`src/rtl/fetch_queue_if.sv`:
```
// Signal bundle between the fetch queue, instruction memory, the execute redirect and decode.
// The master modport is the fetch queue's view; slave is the surrounding environment.
interface fetch_queue_if;
    logic        imem_req;
    logic [31:0] imem_addr;
    logic        imem_gnt;
    logic        imem_rvalid;
    logic [31:0] imem_rdata;
    logic        redirect_valid;
    logic [31:0] redirect_pc;
    logic        id_ready;
    logic        id_valid;
    logic [31:0] instruction_r;
    logic [31:0] pc_r;

    modport master (
        output imem_req,
        output imem_addr,
        input  imem_gnt,
        input  imem_rvalid,
        input  imem_rdata,
        input  redirect_valid,
        input  redirect_pc,
        input  id_ready,
        output id_valid,
        output instruction_r,
        output pc_r
    );

    modport slave (
        input  imem_req,
        input  imem_addr,
        output imem_gnt,
        output imem_rvalid,
        output imem_rdata,
        output redirect_valid,
        output redirect_pc,
        output id_ready,
        input  id_valid,
        input  instruction_r,
        input  pc_r
    );
endinterface

```
`src/rtl/fetch_queue.sv`:
```
// In-order instruction prefetch queue: issues word fetches under a shared credit budget,
// buffers returned words with their PCs and flushes/discards on control-flow redirects.
module fetch_queue #(
    parameter logic [31:0] RESET_PC  = 32'h0000_0000,
    parameter int          DEPTH     = 4,
    parameter logic [31:0] NOP_INSTR = 32'h0000_0013
) (
    input  logic          clk,
    input  logic          rst_n,
    fetch_queue_if.master bus
);

    localparam int AW = $clog2(DEPTH);
    localparam int CW = AW + 1;
    localparam int SW = CW + 1;
    localparam logic [CW-1:0] DEPTH_CNT = CW'(DEPTH);
    localparam logic [SW-1:0] DEPTH_SUM = SW'(DEPTH);

    logic [31:0]   fetch_pc;
    logic [CW-1:0] outstanding;
    logic [CW-1:0] discard;
    logic [CW-1:0] occupancy;
    logic          started;

    logic [AW-1:0] rd_ptr;
    logic [AW-1:0] wr_ptr;
    logic [31:0]   word_mem [DEPTH];
    logic [31:0]   pc_mem   [DEPTH];

    logic [AW-1:0] trk_rd;
    logic [AW-1:0] trk_wr;
    logic [31:0]   trk_mem  [DEPTH];

    logic [SW-1:0] credit_used;
    logic          redirect;
    logic          accept;
    logic          response;
    logic          drop;
    logic          push;
    logic          pop;
    logic          head_valid;

    assign redirect    = bus.redirect_valid;
    assign credit_used = {1'b0, outstanding} + {1'b0, occupancy};
    assign accept      = bus.imem_req && bus.imem_gnt;
    assign response    = bus.imem_rvalid;
    assign drop        = response && (redirect || discard != '0);
    assign push        = response && !drop;
    assign head_valid  = occupancy != '0;
    assign pop         = head_valid && bus.id_ready && !redirect;

    // started keeps imem_req low while held in reset, so requests begin after the first edge
    assign bus.imem_req      = started && (credit_used < DEPTH_SUM) && !redirect;
    assign bus.imem_addr     = fetch_pc;
    assign bus.id_valid      = head_valid;
    assign bus.instruction_r = head_valid ? word_mem[rd_ptr] : NOP_INSTR;
    assign bus.pc_r          = head_valid ? pc_mem[rd_ptr]   : 32'h0;

    always_ff @(posedge clk or negedge rst_n) begin
        if (!rst_n) begin
            started <= 1'b0;
        end else begin
            started <= 1'b1;
        end
    end

    always_ff @(posedge clk or negedge rst_n) begin
        if (!rst_n) begin
            fetch_pc    <= RESET_PC;
            outstanding <= '0;
            discard     <= '0;
        end else begin
            if (accept && !response) begin
                outstanding <= outstanding + 1'b1;
            end else if (!accept && response) begin
                outstanding <= outstanding - 1'b1;
            end

            // every request still unanswered after a redirect belongs to the abandoned path
            if (redirect) begin
                fetch_pc <= bus.redirect_pc & 32'hFFFF_FFFC;
                discard  <= outstanding - CW'(response);
            end else begin
                if (accept) begin
                    fetch_pc <= fetch_pc + 32'd4;
                end
                if (response && discard != '0) begin
                    discard <= discard - 1'b1;
                end
            end
        end
    end

    always_ff @(posedge clk or negedge rst_n) begin
        if (!rst_n) begin
            trk_rd <= '0;
            trk_wr <= '0;
        end else begin
            if (accept) begin
                trk_wr <= trk_wr + 1'b1;
            end
            if (response) begin
                trk_rd <= trk_rd + 1'b1;
            end
        end
    end

    always_ff @(posedge clk or negedge rst_n) begin
        if (!rst_n) begin
            rd_ptr    <= '0;
            wr_ptr    <= '0;
            occupancy <= '0;
        end else if (redirect) begin
            rd_ptr    <= '0;
            wr_ptr    <= '0;
            occupancy <= '0;
        end else begin
            if (push) begin
                wr_ptr <= wr_ptr + 1'b1;
            end
            if (pop) begin
                rd_ptr <= rd_ptr + 1'b1;
            end
            if (push && !pop) begin
                occupancy <= occupancy + 1'b1;
            end else if (!push && pop) begin
                occupancy <= occupancy - 1'b1;
            end
        end
    end

    // Storage arrays need no reset: their contents are only observed through valid pointers.
    always_ff @(posedge clk) begin
        if (accept) begin
            trk_mem[trk_wr] <= fetch_pc;
        end
        if (push) begin
            word_mem[wr_ptr] <= bus.imem_rdata;
            pc_mem[wr_ptr]   <= trk_mem[trk_rd];
        end
    end

    a_rsp_needs_outstanding: assert property (@(posedge clk) disable iff (!rst_n)
        response |-> outstanding != '0);
    a_accept_within_credit: assert property (@(posedge clk) disable iff (!rst_n)
        accept |-> credit_used < DEPTH_SUM);
    a_push_not_full: assert property (@(posedge clk) disable iff (!rst_n)
        push |-> (occupancy != DEPTH_CNT || pop));
    a_discard_bounded: assert property (@(posedge clk) disable iff (!rst_n)
        discard <= outstanding);
    a_counters_bounded: assert property (@(posedge clk) disable iff (!rst_n)
        outstanding <= DEPTH_CNT && occupancy <= DEPTH_CNT);

endmodule

```
`src/flat_wrapper.sv`:
```
// flat-port wrapper written by rule: the top's interface ports become plain ports
module fetch_queue_flat 
#(
    parameter logic [31:0] RESET_PC  = 32'h0000_0000,
    parameter int          DEPTH     = 4,
    parameter logic [31:0] NOP_INSTR = 32'h0000_0013
)
  (clk, rst_n, bus_imem_req, bus_imem_addr, bus_imem_gnt, bus_imem_rvalid, bus_imem_rdata, bus_redirect_valid, bus_redirect_pc, bus_id_ready, bus_id_valid, bus_instruction_r, bus_pc_r);
  fetch_queue_if bus_i ();
  input  logic clk;
  input  logic rst_n;
  output wire logic [$bits(bus_i.imem_req)-1:0] bus_imem_req;
  output wire logic [$bits(bus_i.imem_addr)-1:0] bus_imem_addr;
  input wire logic [$bits(bus_i.imem_gnt)-1:0] bus_imem_gnt;
  input wire logic [$bits(bus_i.imem_rvalid)-1:0] bus_imem_rvalid;
  input wire logic [$bits(bus_i.imem_rdata)-1:0] bus_imem_rdata;
  input wire logic [$bits(bus_i.redirect_valid)-1:0] bus_redirect_valid;
  input wire logic [$bits(bus_i.redirect_pc)-1:0] bus_redirect_pc;
  input wire logic [$bits(bus_i.id_ready)-1:0] bus_id_ready;
  output wire logic [$bits(bus_i.id_valid)-1:0] bus_id_valid;
  output wire logic [$bits(bus_i.instruction_r)-1:0] bus_instruction_r;
  output wire logic [$bits(bus_i.pc_r)-1:0] bus_pc_r;
  assign bus_imem_req = bus_i.imem_req;
  assign bus_imem_addr = bus_i.imem_addr;
  assign bus_i.imem_gnt = bus_imem_gnt;
  assign bus_i.imem_rvalid = bus_imem_rvalid;
  assign bus_i.imem_rdata = bus_imem_rdata;
  assign bus_i.redirect_valid = bus_redirect_valid;
  assign bus_i.redirect_pc = bus_redirect_pc;
  assign bus_i.id_ready = bus_id_ready;
  assign bus_id_valid = bus_i.id_valid;
  assign bus_instruction_r = bus_i.instruction_r;
  assign bus_pc_r = bus_i.pc_r;
  fetch_queue #(.RESET_PC(RESET_PC), .DEPTH(DEPTH), .NOP_INSTR(NOP_INSTR)) u_core (.clk(clk), .rst_n(rst_n), .bus(bus_i));
endmodule
```
`config.mk`:
```
export PLATFORM = sky130hd
export DESIGN_NAME = fetch_queue_flat
export DESIGN_NICKNAME = d
export VERILOG_FILES = /design/src/rtl/fetch_queue_if.sv /design/src/rtl/fetch_queue.sv /design/src/flat_wrapper.sv
export SDC_FILE = /design/constraint.sdc
export NUM_CORES = 1
export LEC_CHECK = 0
export BUFFER_PORTS_ARGS = -buffer_cell sky130_fd_sc_hd__buf_2
export CAP_MARGIN = 15
export CORE_MARGIN = 4
export CORE_UTILIZATION = 55
export DETAILED_ROUTE_END_ITERATION = 7
export GPL_TIMING_DRIVEN = 1
export PLACE_DENSITY = 0.75
export SLEW_MARGIN = 15
export SYNTH_ARGS = -nofsm -noshare
export SYNTH_HDL_FRONTEND = slang
export SYNTH_SLANG_ARGS = --single-unit
```
`constraint.sdc`:
```
create_clock -name clk -period 6.7 [get_ports clk]
set_input_delay 0.67 -clock clk [delete_from_list [all_inputs] [get_ports clk]]
set_output_delay 0.67 -clock clk [all_outputs]
set_load 0.01 [all_outputs]
```
==> metrics.md <==
| Metric | Value |
|---|---|
| Status | `finished, final reports clean` |
| Vias in the first global route | `between 8000 and 9000` |
| WP data arrival | `around 3.6 ns` |
| Drt drc | `0` |
| Clk sinks | `416` |
| Layout area overhead | `15.3%` |
| Ant diodes | `0` |
| Worst R2R Path Depth | `6` |
| CTS buffer count | `42` |
| Hold Fails Final Rpt | `0` |
| Cell Area, Synth | `roughly 0.017 mm^2` |
| Gr usage total | `19.6%` |
| Largest area contributor in the netlist | `edfxtp_1` |
| Final Non-Filler Cells | `1467` |
| Port buffer count | `approximately 160` |
| Post CTS Setup Buffer Count | `0` |
| Yosys top cell area share | `between 60% and 70%` |
| Largest net degree at the start of global routing | `a little over 60` |
| Worst slew margin | `around a quarter` |
| Worst Hold Class | `in -> async` |
| Post-synth top cells | `edfxtp_1, mux4_2, and2_1` |
| H-tree depth | `2` |
| Metal3 WL | `2130 um` |
| Core ar. | `between 0.02 and 0.03 mm^2` |
| Peak VDD IR | `approximately 0.20 mV` |
| CP Class | `reg -> out` |
| TritonCTS clock tree | `done` |
| Post-synthesis sequential area ratio | `around three quarters` |
| Vias/cell | `around 5.7` |
| Max Cap Viol | `0` |
| DRT iter0 DRCs | `679` |
| Primary flip-flop cell chosen by synthesis mapping | `edfxtp_1` |
| Detailed Routing Iterations Pass 1 | `5` |
| Clock Tree Buf Depth | `3` |
| Fmax | `around 230 MHz` |
| Crit path launch | `u_core.occupancy[0]` |
| Post-synthesis cell count | `867` |
| Min Tclk post-route | `4.30 ns` |
| Global-route wire length before repair | `50400 um` |
| Routed WL | `approximately 32000 um` |
| Actual slew at the worst max-slew pin | `about 1.1 ns` |
| Req. time, crit path | `6.03 ns` |
| Met2 WL | `approximately 16000 um` |
| CTS Root Cell | `clkbuf_16` |
| Post-synth EDFFs | `about 370` |
| Die Width | `~180 um` |
| CP Capture Type | `primary output` |
| Dpl cell area | `around 0.018 mm^2` |
| Clock-pin slew on the worst setup and hold paths | `0.06 ns` |
| Final nets | `1132` |
| Reg2reg end | `u_core.rd_ptr[1]` |
| RSZ-0062 raised after global routing | `no` |
| Reg-to-reg startpoint | `u_core.occupancy[0]` |
| GR Overflow Total | `0` |
| Initial antenna violation count | `0` |
| Synth cell types | `57` |
| Pleak | `around 0.0067 uW` |
| Hold slack | `between 0.2 and 0.3 ns` |
| Via count | `roughly 8400` |
| Ratio of cells with drive above 1 in the final layout | `about a third` |
| Slew Limit Fails | `0` |
| Die area | `about 0.033 mm^2` |
| Final ANT Viol Nets | `0` |
| Synthesized area per cell | `roughly 19 um^2` |
| Drt wl/cell | `between 20 and 25 um` |
| Rows | `63` |
| Clock skew | `between 0.01 and 0.015 ns` |
| Crit share post-route | `between 60 and 70%` |
| WL met1 | `13400 um` |
| Die height | `182 um` |
| Startpoint types | `register` |
| Synthesis warning total | `0` |
| Post-synthesis register bit count | `around 420` |
| Fill cell count | `just over 2000` |
| Setup_tns | `0 ns` |
| Maximum fanout along the worst path | `38` |
| Final HPWL DP | `slightly below 20000 um` |
| Starting density of the core | `55.8%` |
| CTS resizes | `0` |
| Final setup fails | `0` |
| Top Metal Used | `met4` |
| # IOs | `168` |
| Skew-Pair Late Insertion Delay | `around 0.53 ns` |
| Post-CTS Hold Buffers | `0` |
| Cell count after placement | `roughly 1400` |
| Top-count cell post-synth | `edfxtp_1` |
| Asr flop ratio synth | `11.5%` |
| Pwr per Cell Area | `374 mW/mm^2` |
| Final instance area | `about 0.019 mm^2` |
| Synth area leaders | `edfxtp_1, mux4_2, dfrtp_1` |
| Gpl congestion | `a little over 0.8` |
| Reg2Reg Setup Slack | `~3.4 ns` |
[how the worst max path moves through the flow]
stage               cells past startpoint                   end  slack, ns
floorplan                               4  u_core.pc_mem[0][10]       3.47
global placement                        5           bus_pc_r[9]       3.05
detailed placement                      5          bus_pc_r[19]       2.95
CTS                                     5          bus_pc_r[19]       2.36
global route                            5  bus_instruction_r[6]       2.17
finish                                  5          bus_pc_r[19]       2.40
[layout by cell type, fill, tap and decap left out, drive strengths merged, types with 14 or more instances in the layout]
master and instances:
nand4 14, mux4 92, nand2 42, nor2 27, dfrtp 48, ha 16, edfxtp 368, and2 75
inv 18, clkbuf 61, buf 171, clkinv 14, o21ai 20
[kinds of logic after synthesis]
group | Yosys count | synth area share (%)
AOI/OAI and AO/OA | 59 | 2.48
buffers and inverters | 61 | 1.58
other | 2 | 0.0453
xor gates and xnor gates | 20 | 1.06
adders and majority gates | 18 | 1.45
DFF | 416 | 73.9
muxes | 98 | 12.9
and+or+nand+nor | 193 | 6.56
[metal layers]
| layer | vias up | track usage (%) |
|---|---|---|
| met4 | 0 | 4.59 |
| met5 | - | 0 |
| met1 | 4316 | 27.7 |
| met2 | 301 | 32.3 |
| met3 | 42 | 3.77 |
| li1 | 3776 | - |
[state kept, by name, summed over array words and instances (netlist names), 3 cells and up]
name                  count
u_core.word_mem         128
u_core.pc_mem           120
u_core.trk_mem          120
u_core.bus.imem_addr     30
u_core.discard            3
u_core.occupancy          3
u_core.outstanding        3
[layout make-up]
type                    count  area, um^2  share of cell area [%]
inverters                  20        75.1                   0.393
flip-flops and latches    416       12300                    64.2
clock inverters            16         133                   0.694
multi-input cells         393        4080                    21.3
well taps                 390         488                    2.55
repair buffers            171         881                    4.61
clock buffers              61        1200                    6.26
[worst max-delay path: stages (launching register included)]
cell      delay, ns
dfrtp_1        0.44
nor3_1         0.90
clkinv_1       0.89
buf_4          0.50
and2_1         0.20
buf_2          0.15
[through the flow]
stage	util (%)	worst slack [ns]	power (uW)
after floorplan	-	3.47	4440
after global placement	59.8	3.05	4950
after detailed placement	59.8	2.95	5000
after CTS	64.3	2.36	7240
after global routing	64.3	2.17	7510
final	64.3	2.40	7150
[power breakdown]
part,leakage (uW),switching [uW],internal (uW)
sequential,0.00390,256,3100
clock,0.000643,919,1320
combinational,0.00213,772,778
total,0.00668,1950,5200
(Power assumes the default switching activity.)
